`src/rtl/registro_universal_n.sv`:
```
// -----------------------------------------------------------------------------
// registro_universal_n
//
// Parametrised universal register: hold, shift right, shift left and parallel
// load, with serial in/out at both ends and optional rotate. A burst engine
// runs NSHIFT shifts from a single START strobe, with a BUSY/DONE handshake.
//
// Parameters:
//   WIDTH  register width in bits (>= 2)
//   CNT_W  width of the burst shift count NSHIFT
//
// Ports:
//   CLK      clock; all state updates on the rising edge
//   RESET    synchronous active-high reset (aborts a burst, no DONE)
//   EN       enables continuous MODO operation while idle
//   MODO     00 hold, 01 shift right, 10 shift left, 11 parallel load
//   ROTAR    1: shifts rotate, 0: shifts fill from S_IN_R / S_IN_L
//   S_IN_R   fill bit entering at the MSB on a right shift
//   S_IN_L   fill bit entering at the LSB on a left shift
//   D        parallel load data
//   START    burst command strobe (only honoured in IDLE)
//   NSHIFT   number of shifts for a burst
//   Q        register contents
//   S_OUT_R  Q[0]
//   S_OUT_L  Q[WIDTH-1]
//   BUSY     burst in progress
//   DONE     one-cycle completion pulse
//   PARIDAD  (only with PARIDAD_EN) registered XOR of Q, 1 for odd ones
//
// Optional feature macro: PARIDAD_EN adds the PARIDAD output.
// -----------------------------------------------------------------------------
module registro_universal_n #(
    parameter int WIDTH = 4,
    parameter int CNT_W = 3
) (
    input  logic             CLK,
    input  logic             RESET,
    input  logic             EN,
    input  logic [1:0]       MODO,
    input  logic             ROTAR,
    input  logic             S_IN_R,
    input  logic             S_IN_L,
    input  logic [WIDTH-1:0] D,
    input  logic             START,
    input  logic [CNT_W-1:0] NSHIFT,
    output logic [WIDTH-1:0] Q,
    output logic             S_OUT_R,
    output logic             S_OUT_L,
    output logic             BUSY,
    output logic             DONE
`ifdef PARIDAD_EN
    ,
    output logic             PARIDAD
`endif
);

    typedef enum logic [1:0] {
        ST_IDLE  = 2'd0,
        ST_SHIFT = 2'd1,
        ST_FIN   = 2'd2
    } state_t;

    localparam logic [CNT_W-1:0] CNT_ONE = {{(CNT_W-1){1'b0}}, 1'b1};

    state_t           state_q, state_d;
    logic [WIDTH-1:0] q_q, q_d;
    logic [CNT_W-1:0] cnt_q, cnt_d;
    logic             dir_left_q, dir_left_d;   // latched burst direction
    logic             rot_q, rot_d;             // latched burst ROTAR

    // One shift step; serial inputs are always taken live.
    function automatic logic [WIDTH-1:0] do_shift(
        input logic [WIDTH-1:0] v,
        input logic             left,
        input logic             rot,
        input logic             sin_r,
        input logic             sin_l
    );
        logic fill;
        if (left) begin
            fill = rot ? v[WIDTH-1] : sin_l;
            return {v[WIDTH-2:0], fill};
        end else begin
            fill = rot ? v[0] : sin_r;
            return {fill, v[WIDTH-1:1]};
        end
    endfunction

    always_comb begin
        state_d    = state_q;
        q_d        = q_q;
        cnt_d      = cnt_q;
        dir_left_d = dir_left_q;
        rot_d      = rot_q;

        case (state_q)
            ST_IDLE: begin
                if (START) begin
                    // A burst command wins over continuous operation.
                    case (MODO)
                        2'b01, 2'b10: begin
                            if (NSHIFT != '0) begin
                                dir_left_d = MODO[1];
                                rot_d      = ROTAR;
                                cnt_d      = NSHIFT;
                                state_d    = ST_SHIFT;
                            end else begin
                                state_d = ST_FIN;
                            end
                        end
                        2'b11: begin
                            q_d     = D;
                            state_d = ST_FIN;
                        end
                        default: state_d = ST_FIN;
                    endcase
                end else if (EN) begin
                    case (MODO)
                        2'b01:   q_d = do_shift(q_q, 1'b0, ROTAR, S_IN_R, S_IN_L);
                        2'b10:   q_d = do_shift(q_q, 1'b1, ROTAR, S_IN_R, S_IN_L);
                        2'b11:   q_d = D;
                        default: q_d = q_q;
                    endcase
                end
            end
            ST_SHIFT: begin
                q_d   = do_shift(q_q, dir_left_q, rot_q, S_IN_R, S_IN_L);
                cnt_d = cnt_q - CNT_ONE;
                if (cnt_q == CNT_ONE) begin
                    state_d = ST_FIN;
                end
            end
            ST_FIN: begin
                state_d = ST_IDLE;
            end
            default: state_d = ST_IDLE;
        endcase
    end

    always_ff @(posedge CLK) begin
        if (RESET) begin
            state_q    <= ST_IDLE;
            q_q        <= '0;
            cnt_q      <= '0;
            dir_left_q <= 1'b0;
            rot_q      <= 1'b0;
        end else begin
            state_q    <= state_d;
            q_q        <= q_d;
            cnt_q      <= cnt_d;
            dir_left_q <= dir_left_d;
            rot_q      <= rot_d;
        end
    end

    assign Q       = q_q;
    assign S_OUT_R = q_q[0];
    assign S_OUT_L = q_q[WIDTH-1];
    assign BUSY    = (state_q == ST_SHIFT);
    assign DONE    = (state_q == ST_FIN);

`ifdef PARIDAD_EN
    logic paridad_q, paridad_d;

    // Parity of the value Q takes on this edge, so it tracks Q exactly.
    always_comb begin
        paridad_d = ^q_d;
    end

    always_ff @(posedge CLK) begin
        if (RESET) begin
            paridad_q <= 1'b0;
        end else begin
            paridad_q <= paridad_d;
        end
    end

    assign PARIDAD = paridad_q;
`endif

endmodule

```
`config.mk`:
```
export PLATFORM = sky130hd
export DESIGN_NAME = registro_universal_n
export DESIGN_NICKNAME = d
export VERILOG_FILES = /design/src/rtl/registro_universal_n.sv
export SDC_FILE = /design/constraint.sdc
export NUM_CORES = 1
export LEC_CHECK = 0
export CAP_MARGIN = 20
export CORE_AREA = 5 5 50 48
export CTS_BUF_LIST = sky130_fd_sc_hd__clkbuf_8
export CTS_CLUSTER_SIZE = 30
export DETAILED_ROUTE_END_ITERATION = 12
export DIE_AREA = 0 0 55 53
export GPL_TIMING_DRIVEN = 1
export PLACE_DENSITY = 0.9
export SETUP_SLACK_MARGIN = 0.15
export SYNTH_ARGS = -nofsm -noshare
export SYNTH_HDL_FRONTEND = slang
export SYNTH_SLANG_ARGS = --single-unit
```
`constraint.sdc`:
```
create_clock -name CLK -period 2.8 [get_ports CLK]
set_input_delay 0.28 -clock CLK [delete_from_list [all_inputs] [get_ports CLK]]
set_output_delay 0.28 -clock CLK [all_outputs]
set_load 0.005 [all_outputs]
```
==> out/qor.yml, run 1 <==
hpwl_mm: 1.73
period_share_pct: 75.4
slew-limit-headroom_pct: 53.3
cts_setup_buffers: 0
via_count: 891
critPathLaunchType: "flip-flop"
status: "completed"
die_width_um: 55
p_switching_uw: 167
synth_ff_type: "dfxtp_1"
fmax_mhz: 473
crit_path_end_kind: "output pin"
ctsHtreeMaxLevel: 1
grt_setup_unrepaired: "false"
final_cell_mix: "clkdlybuf4s50_1, dfxtp_1, mux2i_1"
cts_made_buffers: 3
timing.final.ws_setup_ps: 688
startpoint: "state_q[0]$_SDFFE_PP0P_"
fin_nets: 149
grt_use_met3_pct: 5.07
syn-mean-instance-area_sq_um: 8.65
antenna_found_initial: 0
grt_util_met1_pct: 22.7
io_pins: 24
p_total_uw: 533
place_ws_ps: 553
drive_gt1_share_pct: 11.9
fin_skew_ps: 9.33
p_seq_share_pct: 37.9
worst_hold_startpoint: "cnt_q[0]$_SDFFE_PP0P_"
setup_violations: 0
initialDrtViolationCount: 32
ir_drop_mv: 0.405
power.density_nw_per_um2: 452
hold_violations: 0
clock_latency_ps: 240
hold_buffers: 0
post_cts_resized: 0
ant_nets: 0
crit_type: "flip-flop to output pin"
num_antenna_cells: 0
path_max_fanout: 11
grtUsageMet2_pct: 27.8
track_usage_pct: 17.7
arrival_ps: 1830
hp-class: "flip-flop to flip-flop"
start_util_pct: 50.4
syn_area_sq_um: 917
synth_fp_nets: 128
cts_root_buf: "clkbuf_8"
switching_share_pct: 31.3
p_leak_uw: 0.000450
maxCapViolations: 0
worst_pin_slew_ps: 695
wl_per_cell_um: 15.8
dr.pass1.iters: 4
yosysSeqAreaShare_pct: 24.0
yosysWarnings: 0
place_congestion: 0.864
synth_edf_count: 0
synthCells: 106
rows: 15
dpl_cell_area_sq_um: 1130
grt_pass1_wl_mm: 3.74
period_needed_ps: 2110
top_usage_layer: "met2"
synth-seq-cells: 11
core_area_sq_um: 1820
clkTransAtPathRegs_ps: 50
setup_tns_ps: 0
syn2layout_area_growth_pct: 28.5
routed_wl_mm: 2.38
drcViolationCount: 0
combPwrFrac_pct: 32.1
fillerInstances: 168
ys_async_sr_fraction_pct: 0
synth_cell_types: 40
grt_max_degree: 14
layout_commonest_cell: "clkdlybuf4s50_1"
drv_slew: 0
regToRegStartpoint: "state_q[0]$_SDFFE_PP0P_"
r2r_setup_slack_ps: 1070
pwr-share-clk_pct: 30.0
vias_per_cell: 5.90
design_area_sq_um: 1180
internal-power_uw: 366
fin_hold_ws_ps: 513
critical_path_required_ps: 2520
cts_tree: "built"
die_y_um: 53
overflow: 0
fp.dieArea_sq_um: 2920
clockBufferDepth: 2
port-buffer-count: 23
clock_sinks: 11
grt_pass1_vias: 842
==> sequential cells by signal, summed over array words and instances (netlist names) <==
signal and flops:
Q 4, cnt_q 3, dir_left_q 1, rot_q 1, state_q 2
==> per-stage QoR <==
step	utilization [%]	std cells
detailed placement	62.3	147
CTS	64.7	151
global route	64.7	151
global placement	62.3	147
finish	64.7	151
floorplan	-	106
==> path summary, 6_finish.rpt <==
check                                              to  cells after the start
worst max-delay path                             BUSY                      3
worst min-delay path            cnt_q[0]$_SDFFE_PP0P_                      1
worst max register to register      Q[0]$_SDFFE_PP0P_                      4
worst min register to register  cnt_q[0]$_SDFFE_PP0P_                      1
==> power groups by stage <==
| stage | Sequential, uW | Combinational [uW] | Clock, uW |
|---|---|---|---|
| detailed placement | 204 | 168 | 0 |
| CTS | 201 | 171 | 163 |
| finish | 202 | 171 | 160 |
| global placement | 202 | 164 | 0 |
| floorplan | 192 | 115 | 0 |
| global route | 204 | 189 | 172 |
==> cell families (layout without fill, tap and decap cells) <==
logic type | after synthesis | in the layout | share of synthesized area (%)
DFF | 11 | 11 | 24.0
muxes | 11 | 11 | 12.1
adders and majority gates | 6 | 6 | 8.19
and+or+nand+nor | 31 | 31 | 22.1
AOI/OAI and AO/OA | 31 | 31 | 24.7
buffers and inverters | 16 | 36 | 8.87
==> per-layer routing <==
layer	wire length (um)	share of wire, %
met5	0	0
met4	26	1.1
met3	192	8.1
met2	1140	48
met1	1020	43
==> area by class of cell <==
cell class                 instances  area (sq um)  share of cell area (%)
inverter                           9          36.3                    3.08
multi-input combinational         79           616                    52.2
clock buffer                       3          41.3                    3.50
clock inverter                     1          3.75                   0.318
timing repair buffer              23           230                    19.5
sequential                        11           220                    18.7
tap                               25          31.3                    2.65
==> synth_stat cells, types with 2 or more instances <==
| cell | n | area, sq um |
|---|---|---|
| ha_1 | 6 | 75.1 |
| mux2i_1 | 10 | 100 |
| inv_1 | 7 | 26.3 |
| a211oi_1 | 4 | 30.0 |
| a21oi_1 | 5 | 25.0 |
| o21a_1 | 2 | 15.0 |
| nand2b_1 | 2 | 12.5 |
| dfxtp_1 | 11 | 220 |
| o21ai_0 | 7 | 35.0 |
| nor3_1 | 3 | 15.0 |
| nand2_1 | 5 | 18.8 |
| a32o_1 | 2 | 20.0 |
| a221oi_1 | 3 | 26.3 |
| buf_4 | 3 | 22.5 |
| clkbuf_1 | 3 | 11.3 |
| nor2b_1 | 3 | 18.8 |
| nor2_1 | 7 | 26.3 |
==> critical path, stage by stage, from the launching register on <==
cell and delay (ps):
dfxtp_1 680, nand2b_2 220, inv_2 180, clkdlybuf4s50_1 520
Power figures use the tool's default switching activity.
==> run 2: changes to the inputs <==
CORE_AREA = 5 5 54 51   (was 5 5 50 48)
DIE_AREA = 0 0 59 56   (was 0 0 55 53)
PLACE_DENSITY = 0.83   (was 0.9)
clock period = 1.8 ns   (was 2.8 ns; I/O delays follow)
==> run 2 against run 1 <==
Clock power rose by 56%. Combinational power rose by 78%. Sequential share of layout area fell by 1.7 points. Worst hold slack improved by 12 ps. Die area rose by 13%. Sequential power rose by 54%. Utilization fell by 2.2 points. Worst setup slack got worse by 520 ps. Cell area rose by 13%.
==> out/qor.yml, run 2 (same netlist as run 1, synthesis figures left out) <==
status: "completed"
clockBufferDepth: 2
ctsHtreeMaxLevel: 1
critPathLaunchType: "flip-flop"
maxCapViolations: 0
clock_sinks: 11
fmax_mhz: 614
final_cell_mix: "clkdlybuf4s50_1, buf_4, mux2i_1"
power.density_nw_per_um2: 652
startpoint: "state_q[1]$_SDFFE_PP0P_"
grt_max_degree: 12
drive_gt1_share_pct: 25.2
path_max_fanout: 7
ir_drop_mv: 0.392
fp.dieArea_sq_um: 3300
grt_pass1_vias: 962
dpl_cell_area_sq_um: 1230
r2r_setup_slack_ps: 420
via_count: 972
worst_hold_startpoint: "state_q[1]$_SDFFE_PP0P_"
setup_violations: 0
slowest_delay_ps: 520
period_needed_ps: 1630
die_width_um: 59
initialDrtViolationCount: 47
period_share_pct: 90.4
crit_type: "flip-flop to output pin"
clkTransAtPathRegs_ps: 50
design_area_sq_um: 1330
reg2reg_depth: 5
core_area_sq_um: 2120
cts_root_buf: "clkbuf_8"
crit_path_end_kind: "output pin"
crit_chain: "nand2b_4 > inv_2 > clkdlybuf4s50_1"
place_inst: 162
cts_made_buffers: 3
arrival_ps: 1450
fin_skew_ps: 2.17
syn2layout_area_growth_pct: 44.7
drcViolationCount: 0
start_util_pct: 43.2
regToRegStartpoint: "state_q[1]$_SDFFE_PP0P_"
hpwl_mm: 1.85
dr.pass1.iters: 4
fin_nets: 162
critical_path_required_ps: 1620
hp-class: "flip-flop to flip-flop"
hold_buffers: 0
layout_commonest_cell: "clkdlybuf4s50_1"
drv_slew: 0
min_to: "state_q[1]$_SDFFE_PP0P_"
timing.final.ws_setup_ps: 172
place_congestion: 0.955
wl_per_cell_um: 15.3
cts_setup_buffers: 0
slew-limit-headroom_pct: 74.7
grt_setup_unrepaired: "true"
grt_pass1_wl_mm: 4.22
routed_wl_mm: 2.53
rows: 16
vias_per_cell: 5.86
p_leak_uw: 0.000523
track_usage_pct: 16.3
cpMaxStageDelayCell: "clkdlybuf4s50_1"
num_antenna_cells: 0
largest_reg_flops: 4
reg2reg_to: "Q[0]$_SDFFE_PP0P_"
cts_tree: "built"
setup_tns_ps: 0
worstHoldPathCells: 1
port-buffer-count: 23
ant_nets: 0
die_y_um: 56
io_pins: 24
clock_latency_ps: 240
antenna_found_initial: 0
place_ws_ps: -250
fin_cells: 166
overflow: 0
hold_violations: 0
worst_pin_slew_ps: 369
[run 2: changes by cell type in the layout (fill, tap and decap cells not counted), moves of 2 or more]
cell and delta:
buf_4 +13, dfxtp_1 -2, ha_1 -2, dlygate4sd2_1 +2, ha_4 +2, clkdlybuf4s50_1 -2
[run 2: per-layer routing]
| layer | up-vias | routed length, um | track usage [%] |
|---|---|---|---|
| met5 | - | 0 | 0 |
| met4 | 0 | 85 | 7.77 |
| met3 | 12 | 199 | 2.78 |
| met2 | 50 | 1210 | 26.2 |
| met1 | 448 | 1040 | 20.7 |
| li1 | 462 | - | - |
[run 2: worst max-delay path by stage]
stage               slack (ps)                 endpoint
finish                     170                     BUSY
global route               150        Q[0]$_SDFFE_PP0P_
global placement          -200       rot_q$_SDFFE_PP0P_
floorplan                  320  dir_left_q$_SDFFE_PP0P_
CTS                        140                     BUSY
detailed placement        -250    cnt_q[2]$_SDFFE_PP0P_
[run 2: worst max-delay path: cells and delay by family, from the launching register on]
kind / cells / cell delay (ps)
buffers and inverters: 2 / 660
flip-flops: 1 / 360
AND/OR/NAND/NOR: 1 / 190
[run 2: per-stage QoR]
step	utilization [%]	total power (uW)	hold slack (ps)
3_3_place_gp	58.1	593	507
5_1_grt	62.6	905	535
4_1_cts	61.9	855	530
6_report	62.6	865	524
2_1_floorplan	-	477	327
3_5_place_dp	58.1	600	523
[run 2: report_power, final]
| part | internal [uW] | switching [uW] |
|---|---|---|
| registers | 270 | 41.8 |
| clock network | 150 | 98.7 |
| logic | 174 | 130 |
| total | 594 | 271 |
[run 2: final cells by class]
class                           instances  area (sq um)
Tap cell                               27          33.8
Fill cell                             171           795
Clock buffer                            3          41.3
Timing Repair Buffer                   36           325
Sequential cell                        11           225
Clock inverter                          1          3.75
Inverter                                9          36.3
Multi-Input combinational cell         79           662
[run 2: what timing repair did]
item / CTS / global route
resized for setup: 9 / 4
pin swaps: 7 / 0
setup endpoints to repair: 10 / 3
